==> src/rtl/rf_pkg.sv <==
// Shared register-file definitions.
// Holds the clear-engine state encoding and the default register-file
// geometry used by regfile_sb and by the decode/hazard units that size
// their own register-address fields from the same constants.
package rf_pkg;

  typedef enum logic {
    RF_IDLE  = 1'b0,
    RF_CLEAR = 1'b1
  } rf_state_e;

  localparam int RF_XLEN  = 32;
  localparam int RF_NREGS = 32;

endpackage

==> src/rtl/rf_scoreboard.sv <==
// Per-register pending scoreboard for regfile_sb.
// A bit is set when an instruction with that destination issues and cleared
// when its write retires. rs_pend_o flags read ports whose source register
// still has a producer in flight.
//   clk          rising-edge clock
//   rst_i        synchronous active-high reset, clears every pending bit
//   idle_i       register file not clearing; the scoreboard only moves when high
//   clr_all_i    clear request; wipes the whole scoreboard when idle
//   we_i/wa_i    retiring write (clears pend[wa_i])
//   iss_valid_i/iss_rd_i  issuing producer (sets pend[iss_rd_i])
//   ra_i         packed read addresses, port k at [k*AW +: AW]
//   rs_pend_o    per-port hazard flags
module rf_scoreboard #(
  parameter int NREGS  = 32,
  parameter int AW     = 5,
  parameter int NREAD  = 2,
  parameter int BYPASS = 1
) (
  input  logic                  clk,
  input  logic                  rst_i,
  input  logic                  idle_i,
  input  logic                  clr_all_i,
  input  logic                  we_i,
  input  logic [AW-1:0]         wa_i,
  input  logic                  iss_valid_i,
  input  logic [AW-1:0]         iss_rd_i,
  input  logic [NREAD*AW-1:0]   ra_i,
  output logic [NREAD-1:0]      rs_pend_o
);

  logic [NREGS-1:0] pend_q;
  logic [NREGS-1:0] pend_d;

  always_comb begin
    pend_d = pend_q;
    if (idle_i) begin
      if (clr_all_i) begin
        pend_d = '0;
      end else begin
        if (we_i && (wa_i != '0)) pend_d[wa_i] = 1'b0;
        // Applied after the retire so a new producer on the same register wins.
        if (iss_valid_i && (iss_rd_i != '0)) pend_d[iss_rd_i] = 1'b1;
      end
    end
    pend_d[0] = 1'b0;
  end

  always_ff @(posedge clk) begin
    if (rst_i) pend_q <= '0;
    else       pend_q <= pend_d;
  end

  for (genvar k = 0; k < NREAD; k++) begin : g_port
    logic [AW-1:0] ra_k;
    logic          wr_hit;
    assign ra_k   = ra_i[k*AW +: AW];
    // A retiring write that is being forwarded resolves the hazard this cycle.
    assign wr_hit = (BYPASS != 0) && we_i && (wa_i == ra_k);
    assign rs_pend_o[k] = idle_i && (ra_k != '0) && pend_q[ra_k] && !wr_hit;
  end

endmodule

==> src/rtl/regfile_sb.sv <==
// Integer register file with write-to-read bypass, a RAW-hazard scoreboard
// and a sequential clear engine. Register 0 reads as zero and ignores writes.
//   clk         rising-edge clock
//   Sync_reset  synchronous active-high reset (registers, scoreboard, clear FSM)
//   ra/rd       NREAD combinational read ports, packed per port
//   rs_pend     per-port "source has an in-flight producer"
//   we/wa/wd    synchronous write port (writeback)
//   iss_valid/iss_rd  issue of an instruction with a destination register
//   clr_req     start a walk that zeroes every register, one per cycle
//   clr_busy    clear walk in progress
module regfile_sb
  import rf_pkg::*;
#(
  parameter int XLEN   = RF_XLEN,
  parameter int NREGS  = RF_NREGS,
  parameter int AW     = $clog2(NREGS),
  parameter int NREAD  = 2,
  parameter int BYPASS = 1
) (
  input  logic                    clk,
  input  logic                    Sync_reset,
  input  logic [NREAD*AW-1:0]     ra,
  output logic [NREAD*XLEN-1:0]   rd,
  output logic [NREAD-1:0]        rs_pend,
  input  logic                    we,
  input  logic [AW-1:0]           wa,
  input  logic [XLEN-1:0]         wd,
  input  logic                    iss_valid,
  input  logic [AW-1:0]           iss_rd,
  input  logic                    clr_req,
  output logic                    clr_busy
);

  localparam logic [AW-1:0] LAST_IDX = AW'(NREGS - 1);

  rf_state_e       state_q, state_d;
  logic [AW-1:0]   idx_q, idx_d;
  logic [XLEN-1:0] rf_q [NREGS];
  logic            idle;

  assign idle     = (state_q == RF_IDLE);
  assign clr_busy = (state_q == RF_CLEAR);

  always_comb begin
    state_d = state_q;
    idx_d   = idx_q;
    case (state_q)
      RF_IDLE: begin
        if (clr_req) begin
          state_d = RF_CLEAR;
          idx_d   = '0;
        end
      end
      RF_CLEAR: begin
        idx_d = idx_q + AW'(1);
        if (idx_q == LAST_IDX) state_d = RF_IDLE;
      end
      default: state_d = RF_IDLE;
    endcase
  end

  always_ff @(posedge clk) begin
    if (Sync_reset) begin
      state_q <= RF_IDLE;
      idx_q   <= '0;
      for (int i = 0; i < NREGS; i++) rf_q[i] <= '0;
    end else begin
      state_q <= state_d;
      idx_q   <= idx_d;
      // A write in the same cycle as clr_req commits; the walk zeroes it later.
      if (idle && we && (wa != '0)) rf_q[wa] <= wd;
      if (state_q == RF_CLEAR)      rf_q[idx_q] <= '0;
    end
  end

  for (genvar k = 0; k < NREAD; k++) begin : g_rd
    logic [AW-1:0]   ra_k;
    logic [XLEN-1:0] rd_k;
    assign ra_k = ra[k*AW +: AW];
    always_comb begin
      if (ra_k == '0)
        rd_k = '0;
      else if ((BYPASS != 0) && idle && we && (wa == ra_k))
        rd_k = wd;
      else
        rd_k = rf_q[ra_k];
    end
    assign rd[k*XLEN +: XLEN] = rd_k;
  end

  rf_scoreboard #(
    .NREGS (NREGS),
    .AW    (AW),
    .NREAD (NREAD),
    .BYPASS(BYPASS)
  ) u_sb (
    .clk        (clk),
    .rst_i      (Sync_reset),
    .idle_i     (idle),
    .clr_all_i  (clr_req),
    .we_i       (we),
    .wa_i       (wa),
    .iss_valid_i(iss_valid),
    .iss_rd_i   (iss_rd),
    .ra_i       (ra),
    .rs_pend_o  (rs_pend)
  );

endmodule

==> config.mk <==
export PLATFORM = sky130hd
export DESIGN_NAME = regfile_sb
export DESIGN_NICKNAME = d
export VERILOG_FILES = /design/src/rtl/rf_pkg.sv /design/src/rtl/rf_scoreboard.sv /design/src/rtl/regfile_sb.sv
export SDC_FILE = /design/constraint.sdc
export NUM_CORES = 2
export LEC_CHECK = 0
export CAP_MARGIN = 20
export CORE_MARGIN = 2
export CORE_UTILIZATION = 35
export DETAILED_ROUTE_END_ITERATION = 7
export HOLD_SLACK_MARGIN = 0.02
export SYNTH_ARGS = -nofsm -noshare
export SYNTH_HDL_FRONTEND = slang
export SYNTH_HIERARCHICAL = 1
export SYNTH_SLANG_ARGS = --single-unit
==> constraint.sdc <==
create_clock -name clk -period 5.6 [get_ports clk]
set_input_delay 1.12 -clock clk [delete_from_list [all_inputs] [get_ports clk]]
set_output_delay 1.12 -clock clk [all_outputs]
set_load 0.01 [all_outputs]
==> impl.org <==
** Final layout
- The layout has 14600 filler cells.
- Relative to the synthesized area, the layout overhead comes to 16.31%.
- Cells fill 41.06% of the core in the end.
- Share of final-layout standard cells stronger than drive strength 1 :: 23.93%
- The multi-input combinational cells in the finished layout cover a total of 0.02285 mm^2.
- With fillers left out, the area of the finished cells amounts to 0.06518 mm^2.
- At the end of the flow, the number of nets in the layout was 4564.
- The sequential cells in the finished layout cover a total of 0.03149 mm^2.

** Drt
- Detailed routing inserted a total of 42120 vias.
- Number of search-and-repair iterations in the first detailed-routing pass :: 8
- Number of vias per cell after detailed routing :: 6.308
- Remaining design rule violation count :: 0
- Final Routed Wirelength :: 218.8 mm
- Dividing the detail-routed wire length by the instance count gives 32.76 um.
- Post-route antenna net violation count :: 0
- 1st-iter DRT viols :: 6428

** Setup path
- Largest fanout on the critical path :: 15
- For the worst setup path, the data required time is 4.48 ns.
- Kind of end point of the critical path :: output pin
- Critical Path Start Type :: primary input
- Kind of critical path :: primary input to output pin
- Worst EP arrival :: 4.46 ns

** Floorplan
- The floorplan step set the die height to 404.1 um.
- The floorplan step set the die width to 404.1 um.
- The core region is 0.1587 mm^2.
- For this configuration, the core starts out at a cell density of 35.30%.
- I/O pin total :: 124
- The initialized floorplan defines 146 standard-cell rows.
- Die area :: 0.1633 mm^2

** Place
- Area of placed instances :: 0.06143 mm^2
- Count of buffers inserted at the top-level ports :: 123
- Detailed placement finished with a half-perimeter wire length of 136.2 mm.
- Routability cong. :: 0.9424
- Before CTS, the worst setup slack after placement is -0.1005 ns.

** GRT
- Tot GR Track Use :: 26.28%
- The initial antenna violation count was 4.
- Entering global routing, the biggest net connects 59 pins.
- Summed over all layers, the global routing overflow is 0.
- The first global-routing pass estimated 305.4 mm of wire.
- The via count of the first global-routing pass was 41650.

** Synth
- Counting flops and latches in the post-synthesis netlist gives 1061.
- Yosys warnings :: 6
- Mean cell area of the mapped netlist :: 12.89 um^2
- Proportion of synthesized chip area in sequential cells :: 56.19%
- Post-Synthesis Cells :: 4346
- The most used flip-flop cell after synthesis is sky130_fd_sc_hd__edfxtp_1.
- Async set-or-reset flop fraction in the synthesized netlist :: 0%
- Distinct cell type count of the synthesized netlist :: 71
- Synth Cell Area :: 0.05604 mm^2
- Number of enable flip-flop cells after synthesis :: 1024

** Timing
- The final count of pins violating max slew came to 0.
- Setup repair after global routing left no endpoint under its margin.
- Setup violations remaining at the end of the flow were counted as 0.
- Worst slew margin :: 14.05%
- The clock period could shrink to 5.580 ns.
- Achievable Freq :: 179.2 MHz
- In the finished design, the share of the clock period the worst path needs comes to 99.65%.
- Hold Fails Final Rpt :: 0
- Post-layout worst setup margin :: 0.01954 ns
- For the pin with the worst max-slew slack, the measured transition is 1.287 ns.
- Clock skew on the completed layout was measured at 0.03227 ns.

** Clock tree
- After clock tree synthesis, the flow added hold-fix buffers numbering 0.
- Buffer cell driving the clock tree root :: sky130_fd_sc_hd__clkbuf_16
- The clock passes through at most 3 buffers.
- TritonCTS built the clock tree.
- CTS clock-pin slew for the worst setup and hold paths :: 0.06 ns
- Clock latency on the worst-skew pair, taken at its later pin, is 0.77 ns.
- In this run, CTS created clock tree buffers numbering 116.
- CTS built an H-tree with a depth of 3.
- Buffers added to address setup during post-CTS repair amount to 0.
- CTS saw 1061 sinks.

** Power and ir drop
- Dividing total power by cell area gives a power density of 299.4 mW/mm^2.
- Highest ir drop seen on vdd :: 0.2834 mV
- Leak :: 22.94 nW

** Worst hold path
- The path class of the tightest hold or removal check is flop to flop.

** Job
- Maximum Capacitance Violations :: 0

** Outcome
- The run finished with clean final reports.
==> state kept, by name, indices dropped and copies added, names as in the netlist <==
register / flops
idx_q: 5
clr_busy: 1
rf_q: 1024
u_sb/pend_q: 31
==> what timing repair did <==
action | 4_1_cts | 5_1_grt
endpoints found under the setup margin | 1 | 2
pin swaps | 0 | 0
resized for setup | 1 | 2
cloned | 0 | 0
==> report_power, final <==
part | switching (mW) | total [mW] | internal, mW
clock network | 3.36 | 7.56 | 4.20
logic | 1.71 | 2.81 | 1.10
registers | 0.157 | 9.16 | 9.00
==> final timing paths <==
check / slack [ns] / start / cells past startpoint / endpoint
setup / recovery: 0.02 / wa[1] / 7 / rd[20]
hold / removal: 0.50 / u_sb/pend_q[4] / 2 / u_sb/pend_q[4]
setup reg to reg: 2.07 / clr_busy / 7 / rf_q[12][24]
hold reg to reg: 0.50 / u_sb/pend_q[4] / 2 / u_sb/pend_q[4]
==> cells by family (layout without fill, tap and decap cells) <==
logic type	after synthesis	in the layout	synth area share [%]
compound gates	521	521	6.330
xor+xnor	20	20	0.3126
fa+ha+maj	2	2	0.04465
buf+inv	459	687	3.644
flops	1061	1061	56.19
mux	738	738	21.80
other cells	1	33	0.006692
simple gates	1544	1544	11.67
==> routing by layer <==
| metal | vias to the layer above | track usage, % | share of wire (%) |
|---|---|---|---|
| li1 | 16860 | - | - |
| met1 | 21400 | 34.01 | 36 |
| met2 | 3210 | 40.38 | 45 |
| met3 | 652 | 6.197 | 12 |
| met4 | 2 | 15.25 | 6.3 |
| met5 | - | 0 | 0.0078 |
==> layout make-up <==
class / instances / share of cell area [%]
timing repair buffer: 459 / 6.989
clock inverter: 76 / 0.9694
clock buffer: 142 / 4.636
antenna: 1 / 0.003839
sequential: 1061 / 48.31
tap: 2072 / 3.977
multi-input combinational: 2857 / 35.06
inverter: 10 / 0.05759
==> synthesized netlist by cell type, drive strengths merged, types with 46 or more instances <==
library cell     n  area, um^2
nor2          1069        4013
edfxtp        1024       30750
mux4           370        8356
clkbuf         280        1051
mux2i          226        2262
nand2          188       705.7
buf            169       953.4
mux2           142        1599
a21oi          111       555.5
o22ai           98       613.1
o21ai           86       430.4
nor3            66       335.3
a221oi          56       490.5
nand2b          46       287.8
==> worst max-delay path, cell delays in order <==
cell                              delay, ns
sky130_fd_sc_hd__clkdlybuf4s50_1       0.48
sky130_fd_sc_hd__xnor2_1               0.16
sky130_fd_sc_hd__nand3_1               0.45
sky130_fd_sc_hd__and4b_2               0.50
sky130_fd_sc_hd__nor4b_1               0.82
sky130_fd_sc_hd__a311o_1               0.33
sky130_fd_sc_hd__clkdlybuf4s50_1       0.59
==> cells in the final DEF (no fill, tap or decap), types with 41 or more instances in the layout <==
cell type / netlist / final
sky130_fd_sc_hd__mux4_2: 364 / 364
sky130_fd_sc_hd__mux2_2: 142 / 142
sky130_fd_sc_hd__nand3_1: 41 / 41
sky130_fd_sc_hd__nor2_1: 1069 / 1067
sky130_fd_sc_hd__buf_4: 28 / 266
sky130_fd_sc_hd__clkdlybuf4s50_1: 0 / 112
sky130_fd_sc_hd__o22ai_1: 98 / 98
sky130_fd_sc_hd__mux2i_1: 226 / 226
sky130_fd_sc_hd__buf_12: 0 / 56
sky130_fd_sc_hd__a21oi_1: 111 / 111
sky130_fd_sc_hd__clkbuf_16: 0 / 117
sky130_fd_sc_hd__a221oi_1: 56 / 56
sky130_fd_sc_hd__nor3_1: 65 / 63
sky130_fd_sc_hd__edfxtp_1: 1024 / 1024
sky130_fd_sc_hd__nand2_1: 188 / 157
sky130_fd_sc_hd__o21ai_0: 86 / 85
==> per-stage QoR <==
| stage | setup TNS (ns) | hold slack [ns] | instances | power, mW |
|---|---|---|---|---|
| after floorplan | 0 | 0.4526 | 4377 | 10.73 |
| after global placement | -0.05847 | 0.4770 | 6443 | 11.99 |
| after global routing | 0 | 0.5172 | 6678 | 19.94 |
| after CTS | 0 | 0.4948 | 6671 | 19.45 |
| after detailed placement | -0.1005 | 0.4844 | 6453 | 12.03 |
| final | 0 | 0.4957 | 6678 | 19.52 |
(Power assumes the default switching activity.)
